**config.mk**
```make
export PLATFORM = sky130hd
export DESIGN_NAME = stos_powrotu_flat
export DESIGN_NICKNAME = d
export VERILOG_FILES = /design/src/rtl/stos_powrotu_if.sv /design/src/rtl/stos_powrotu.sv /design/src/flat_wrapper.sv
export SDC_FILE = /design/constraint.sdc
export NUM_CORES = 1
export LEC_CHECK = 0
export ABC_AREA = 1
export CORE_MARGIN = 2
export CORE_UTILIZATION = 40
export CTS_CLUSTER_SIZE = 14
export DETAILED_ROUTE_END_ITERATION = 7
export SLEW_MARGIN = 20
export SYNTH_ARGS = -nofsm -noshare
export SYNTH_HDL_FRONTEND = slang
export SYNTH_SLANG_ARGS = --single-unit
```
**constraint.sdc**
```tcl
create_clock -name clk -period 7.2 [get_ports clk]
set_input_delay 1.08 -clock clk [delete_from_list [all_inputs] [get_ports clk]]
set_output_delay 1.08 -clock clk [all_outputs]
set_load 0.01 [all_outputs]
```
**src/rtl/stos_powrotu_if.sv**
```systemverilog
// Bus bundle for the return-address stack: control/data from the decoder
// (master) and stack status back from the stack (slave).
interface stos_powrotu_if #(
    parameter int W     = 8,
    parameter int DEPTH = 8
);
    localparam int LW = $clog2(DEPTH + 1);

    logic          flush;
    logic          push;
    logic          pop;
    logic [W-1:0]  push_data;
    logic          push_int;
    logic          clr_err;
    logic [W-1:0]  top;
    logic          top_int;
    logic [LW-1:0] level;
    logic          empty;
    logic          full;
    logic          ovf;
    logic          unf;

    modport master (
        output flush, push, pop, push_data, push_int, clr_err,
        input  top, top_int, level, empty, full, ovf, unf
    );

    modport slave (
        input  flush, push, pop, push_data, push_int, clr_err,
        output top, top_int, level, empty, full, ovf, unf
    );
endinterface

```
**src/rtl/stos_powrotu.sv**
```systemverilog
// stos_powrotu: hardware return-address stack (LIFO) with sticky overflow/underflow flags.
// Optional feature: define STOS_INT_EN to store an interrupt-frame marker with every entry.
module stos_powrotu #(
    parameter int W     = 8,
    parameter int DEPTH = 8
) (
    input logic           clk,
    input logic           rst,
    stos_powrotu_if.slave bus
);
    localparam int LW = $clog2(DEPTH + 1);
    localparam int AW = $clog2(DEPTH);
`ifdef STOS_INT_EN
    localparam int EW = W + 1;
`else
    localparam int EW = W;
`endif

    logic [EW-1:0] mem [DEPTH];
    logic [LW-1:0] level_q;
    logic          ovf_q;
    logic          unf_q;

    logic [LW-1:0] top_ptr;
    logic          is_empty;
    logic          is_full;
    logic          do_push;
    logic          do_replace;
    logic          do_pop;
    logic          ovf_evt;
    logic          unf_evt;
    logic [AW-1:0] wr_idx;
    logic [EW-1:0] wr_entry;
    logic [EW-1:0] top_entry;

    assign is_empty = (level_q == '0);
    assign is_full  = (level_q == LW'(DEPTH));
    assign top_ptr  = level_q - LW'(1);

    // Push+pop on an empty stack falls through to the plain-push branch, so it never flags underflow.
    always_comb begin
        do_push    = 1'b0;
        do_replace = 1'b0;
        do_pop     = 1'b0;
        ovf_evt    = 1'b0;
        unf_evt    = 1'b0;
        if (!bus.flush) begin
            if (bus.push && bus.pop && !is_empty) begin
                do_replace = 1'b1;
            end else if (bus.push) begin
                if (is_full) ovf_evt = 1'b1;
                else         do_push = 1'b1;
            end else if (bus.pop) begin
                if (is_empty) unf_evt = 1'b1;
                else          do_pop  = 1'b1;
            end
        end
    end

    assign wr_idx = do_replace ? top_ptr[AW-1:0] : level_q[AW-1:0];

`ifdef STOS_INT_EN
    assign wr_entry = {bus.push_int, bus.push_data};
`else
    logic unused_push_int;
    assign unused_push_int = bus.push_int;
    assign wr_entry        = bus.push_data;
`endif

    // Storage is not reset; emptiness masking on the read side keeps stale data invisible.
    always_ff @(posedge clk) begin
        if (do_push || do_replace) begin
            mem[wr_idx] <= wr_entry;
        end
    end

    always_ff @(posedge clk or posedge rst) begin
        if (rst) begin
            level_q <= '0;
            ovf_q   <= 1'b0;
            unf_q   <= 1'b0;
        end else begin
            if (bus.flush)   level_q <= '0;
            else if (do_push) level_q <= level_q + LW'(1);
            else if (do_pop)  level_q <= top_ptr;

            // A fresh error in the same cycle as clr_err keeps the flag set.
            if (ovf_evt)          ovf_q <= 1'b1;
            else if (bus.clr_err) ovf_q <= 1'b0;

            if (unf_evt)          unf_q <= 1'b1;
            else if (bus.clr_err) unf_q <= 1'b0;
        end
    end

    assign top_entry = is_empty ? '0 : mem[top_ptr[AW-1:0]];
    assign bus.top   = top_entry[W-1:0];
`ifdef STOS_INT_EN
    assign bus.top_int = top_entry[W];
`else
    assign bus.top_int = 1'b0;
`endif
    assign bus.level = level_q;
    assign bus.empty = is_empty;
    assign bus.full  = is_full;
    assign bus.ovf   = ovf_q;
    assign bus.unf   = unf_q;
endmodule

```
**src/flat_wrapper.sv**
```systemverilog
// flat-port wrapper written by rule: the top's interface ports become plain ports
module stos_powrotu_flat 
#(
    parameter int W     = 8,
    parameter int DEPTH = 8
)
  (clk, rst, bus_flush, bus_push, bus_pop, bus_push_data, bus_push_int, bus_clr_err, bus_top, bus_top_int, bus_level, bus_empty, bus_full, bus_ovf, bus_unf);
  stos_powrotu_if #(.W(W), .DEPTH(DEPTH)) bus_i ();
  input logic clk;
  input logic rst;
  input wire logic [$bits(bus_i.flush)-1:0] bus_flush;
  input wire logic [$bits(bus_i.push)-1:0] bus_push;
  input wire logic [$bits(bus_i.pop)-1:0] bus_pop;
  input wire logic [$bits(bus_i.push_data)-1:0] bus_push_data;
  input wire logic [$bits(bus_i.push_int)-1:0] bus_push_int;
  input wire logic [$bits(bus_i.clr_err)-1:0] bus_clr_err;
  output wire logic [$bits(bus_i.top)-1:0] bus_top;
  output wire logic [$bits(bus_i.top_int)-1:0] bus_top_int;
  output wire logic [$bits(bus_i.level)-1:0] bus_level;
  output wire logic [$bits(bus_i.empty)-1:0] bus_empty;
  output wire logic [$bits(bus_i.full)-1:0] bus_full;
  output wire logic [$bits(bus_i.ovf)-1:0] bus_ovf;
  output wire logic [$bits(bus_i.unf)-1:0] bus_unf;
  assign bus_i.flush = bus_flush;
  assign bus_i.push = bus_push;
  assign bus_i.pop = bus_pop;
  assign bus_i.push_data = bus_push_data;
  assign bus_i.push_int = bus_push_int;
  assign bus_i.clr_err = bus_clr_err;
  assign bus_top = bus_i.top;
  assign bus_top_int = bus_i.top_int;
  assign bus_level = bus_i.level;
  assign bus_empty = bus_i.empty;
  assign bus_full = bus_i.full;
  assign bus_ovf = bus_i.ovf;
  assign bus_unf = bus_i.unf;
  stos_powrotu #(.W(W), .DEPTH(DEPTH)) u_core (.clk(clk), .rst(rst), .bus(bus_i));
endmodule
```
* Word-level counts from Yosys, hierarchy flattened
Memory sizes are Yosys's and may differ from the RTL's.
Index checks and enable logic that the tools add are counted.
** Storage, ports and cells
- Register bits :: 6
- Memory bits (writable) :: 64
- Bits of input ports :: 15
- Output and inout port bits :: 17
- Logic and storage cells :: 45
- Memories kept :: 1
** Operators by class
- $add $sub $neg :: 2
- Eq/ne operators :: 1
- Multiplexer cells :: 30
- Reductions and logical operators :: 8
** Memories
- u_core.mem :: words 8, width 8, read ports 1, clocked after Yosys merged registers in 0, write ports 1, RTL line stos_powrotu.sv:19 : logic [EW-1:0] mem [DEPTH];
** Operator list (number)
- $mux 1 :: 25
- $mux 4 :: 3
- $mux 8 :: 1
- $add 4x1->4 const B :: 1
- $eq 4x4->1 const B :: 1
- $logic_not 4->1 :: 1
- $reduce_bool 2->1 :: 2
- $sub 4x1->4 const B :: 1
- $mux 3 :: 1
- $reduce_bool 3->1 :: 1
- $logic_and 1x1->1 :: 2
- $logic_not 1->1 :: 1
- $logic_or 1x1->1 :: 1

* Longest topological paths before layout
- Depth after elaboration :: 9
- Depth in mapped cells :: 12
- Gate-level depth less buffers :: 10

* Least setup slack after synthesis
OpenSTA, ideal clock, no wires.
- Path type :: register -> output
- Start point :: register u_core.level_q[0] (netlist: u_core.bus.level[0])
- End point :: output port bus_top[0]
- Arrival :: 1984 ps
- Data required time :: 6120 ps
- Path slack :: 4136 ps
- Cell stages (with the launch flop) :: 11
- Buffers on the path :: 4
- Cell sequence :: dfrtp_1 -> buf_2 -> inv_2 -> buf_2 -> ha_1 -> buf_2 -> clkbuf_1 -> o21ai_0 -> o211ai_1 -> nand2_1 -> nor2_1
** Between the ends
- Cells in the longest elaborated chain, start to end :: 3
- Elaborated cells between the ends (all ways) :: 4
- Classes of those cells :: add/sub (1); mux (1); reduce/logical (1); memory (1)
** Ends and longest elaborated chain
- from (decl) :: RTL line stos_powrotu.sv:20 : logic [LW-1:0] level_q;
- from (signal assigned) :: RTL line stos_powrotu.sv:84 : else if (do_push) level_q <= level_q + LW'(1);
- from (signal assigned) :: RTL line stos_powrotu.sv:85 : else if (do_pop) level_q <= top_ptr;
- $sub 4x1->4 :: RTL line stos_powrotu.sv:38 : assign top_ptr = level_q - LW'(1);
- $mem_v2 8x8
- $mux 8 (*) :: RTL line stos_powrotu.sv:96 : assign top_entry = is_empty ? '0 : mem[top_ptr[AW-1:0]];
- to (decl) :: RTL line flat_wrapper.sv:17 : output wire logic [$bits(bus_i.top)-1:0] bus_top;
Mark *: on every way between the ends. The rest lies on a longest branch, timed or not.

* Worst setup path in the final report
- Start point :: register u_core.level_q[0] (netlist: u_core.bus.level[0])
- End point :: output port bus_top[1]
Same word-level chain as after synthesis.

==> impl_metrics.env <==
export IMPL_status="finished, final reports clean"
export IMPL_cpMaxStageDelayCell="ha_1"
export IMPL_numPortBuffers=29
export IMPL_crit_path_frequent_cell="nor2_1"
export IMPL_required_ns=6.12
export IMPL_place_hpwl_um=3940
export IMPL_synth_seq_cells=70
export IMPL_via_per_inst=5.05
export IMPL_cts_repair_resized=0
export IMPL_num_antenna_cells=0
export IMPL_cts_tree="built"
export IMPL_p_leak_uw=0.00135
export IMPL_track_usage_pct=16.8
export IMPL_route_detailed_drc=0
export IMPL_yosysWarningCount=0
export IMPL_syn_area_sq_mm=0.00312
export IMPL_ff_latch_area_sq_mm=0.00207
export IMPL_synth_seq_area_share_pct=66.4
export IMPL_final_common_cell="nor2_1"
export IMPL_cp_end_kind="output port"
export IMPL_grt_overflow=0
export IMPL_slowest_delay_ns=0.76
export IMPL_cts_inserted_buffers=9
export IMPL_design_area_sq_mm=0.00367
export IMPL_rsz0062_at_grt="no"
export IMPL_setup_tns_ns=0
export IMPL_nNetsFinal=336
export IMPL_worstPathArrival_ns=3.75
export IMPL_critical_path_class="flop to output port"
export IMPL_drtPass1Iterations=4
export IMPL_dpl_cell_area_sq_mm=0.00347
export IMPL_max_freq_mhz=207
export IMPL_clkSinkCount=70
export IMPL_ctsHoldBuffers=0
export IMPL_final_cell_mix="nor2_1 (67), edfxtp_1 (64), nand2_1 (43), o21ai_0 (33), clkdlybuf4s50_1 (29)"
export IMPL_synth_edf_count=64
export IMPL_coreArea_sq_mm=0.00765
export IMPL_gp_congestion=0.799
export IMPL_grt_pass1_vias=1994
export IMPL_syn_to_final_growth_pct=17.6
export IMPL_fin_crit_sh_pct=67.1
export IMPL_row_count=32
export IMPL_total_power_uw=1400
export IMPL_hold_slack_ns=0.536
export IMPL_cts_buffer_depth=2
export IMPL_die_y_um=92.3
export IMPL_num_fill_cells=709
export IMPL_min_period_ns=4.83
export IMPL_finalMaxSlewViolations=0
export IMPL_synth_cells=292
export IMPL_h_tree_depth=3
export IMPL_start_util_pct=40.8
export IMPL_path_clk_slew_ns=0.07
export IMPL_grt_max_degree=40
export IMPL_grt_pass1_wl_um=10400
export IMPL_vdd_drop_max_mv=0.214
export IMPL_crit_path_start_kind="flop"
export IMPL_power_density_mw_per_mm2=382
export IMPL_postCtsSetupBuffers=0
export IMPL_finClkSkew_ns=0.00425
export IMPL_clk_latency_ns=0.35
export IMPL_synth_area_per_cell_sq_um=10.7
export IMPL_utilization_pct=48.0
export IMPL_setup_viol=0
export IMPL_ioPinCount=32
export IMPL_wl_per_cell_um=15.8
export IMPL_wirelength_um=6710
export IMPL_multi_input_area_sq_um=907
export IMPL_path_cells="buf_4 -> inv_2 -> ha_1 -> inv_1 -> o21ai_0 -> o22ai_1 -> nor2_1 -> nor2_1 -> clkdlybuf4s50_1"
export IMPL_yosysUniqueCellTypes=28
export IMPL_reg2regPathDepth=7
export IMPL_die_area_sq_mm=0.00853
export IMPL_whs_path_depth=2
export IMPL_async_flop_share_pct=8.57
export IMPL_drv_cap=0
export IMPL_drt_iter0_drc=156
export IMPL_critPathMaxFanout=39
export IMPL_synth_main_ff_cell="edfxtp_1"
export IMPL_drtAntennaViolNets=0
export IMPL_hp_class="flop to flop"
export IMPL_slew_headroom_pct=30.1
export IMPL_finalHoldViolCount=0
export IMPL_vias=2150
export IMPL_tightest_slew_ns=1.04
export IMPL_die_w_um=92.3
export IMPL_antenna_found_initial=0
export IMPL_syn_nets=309
export IMPL_drive_gt1_share_pct=7.10
export IMPL_cts_root_buf="clkbuf_8"
[where the power goes]
| group | internal, uW | total (uW) | switching (uW) |
|---|---|---|---|
| clock network | 191 | 333 | 142 |
| logic | 221 | 570 | 349 |
| registers | 480 | 502 | 21.5 |
[metrics by stage]
stage / cells / setup WS [ns]
finish: 426 / 2.37
global route: 426 / 2.06
CTS: 426 / 2.33
detailed placement: 410 / 2.72
global placement: 410 / 2.69
floorplan: 292 / 4.14
[cell families after synthesis]
group	after synthesis	share of synthesized area, %
simple gates	129	16.9
flops	70	66.4
compound gates	57	10.4
buf+inv	31	4.57
xor+xnor	2	0.802
fa+ha+maj	2	0.801
other cells	1	0.120
[per-layer routing]
| metal | GRT usage, % | share of wire [%] | wire length [um] | vias to the layer above |
|---|---|---|---|---|
| met3 | 4.48 | 5.9 | 395 | 10 |
| met5 | 0 | 0 | 0 | - |
| met1 | 22.4 | 45 | 3030 | 1006 |
| met4 | 6.84 | 2.1 | 139 | 0 |
| met2 | 26.0 | 47 | 3150 | 72 |
| li1 | - | - | - | 1062 |
[synthesized netlist by cell type, types with 2 or more instances]
library cell / instances / area, sq um
edfxtp_1: 64 / 1920
o21ai_1: 3 / 15.0
nand3_1: 14 / 70.1
nand2_1: 43 / 161
o22ai_1: 9 / 56.3
clkbuf_1: 5 / 18.8
ha_1: 2 / 25.0
nor2_1: 67 / 251
inv_1: 14 / 52.6
o211ai_1: 8 / 60.1
buf_2: 6 / 30.0
o21ai_0: 33 / 165
dfrtp_1: 6 / 150
inv_2: 3 / 11.3
buf_6: 2 / 22.5
[registers in the layout (all words and copies together) (netlist names)]
signal            flops
u_core.bus.ovf        1
u_core.bus.level      4
u_core.mem           64
u_core.bus.unf        1
[path summary, 6_finish.rpt]
| check | start | end | slack [ns] |
|---|---|---|---|
| worst max-delay path | u_core.bus.level[0] | bus_top[1] | 2.37 |
| worst min-delay path | u_core.bus.unf | u_core.bus.unf | 0.54 |
| worst max register to register | u_core.bus.level[0] | u_core.mem[0][5] | 3.26 |
| worst min register to register | u_core.bus.unf | u_core.bus.unf | 0.54 |
| max in group asynchronous | rst | u_core.bus.unf | 6.07 |
| min in group asynchronous | rst | u_core.bus.ovf | 0.94 |
[area by class of cell]
type	instances	share of cell area, %
multi-input combinational	191	24.7
tap	102	3.48
timing repair buffer	30	8.11
clock inverter	6	2.08
inverter	17	1.74
sequential	70	56.4
clock buffer	10	3.48
[critical path, delay by kind of cell (launching register included)]
kind,cells,cell delay [ns]
buffers and inverters,4,1.76
adders and majority gates,1,0.76
DFF,1,0.32
AOI/OAI and AO/OA,2,0.28
and+or+nand+nor,2,0.27
No activity file was read; power rests on OpenSTA's default activity.
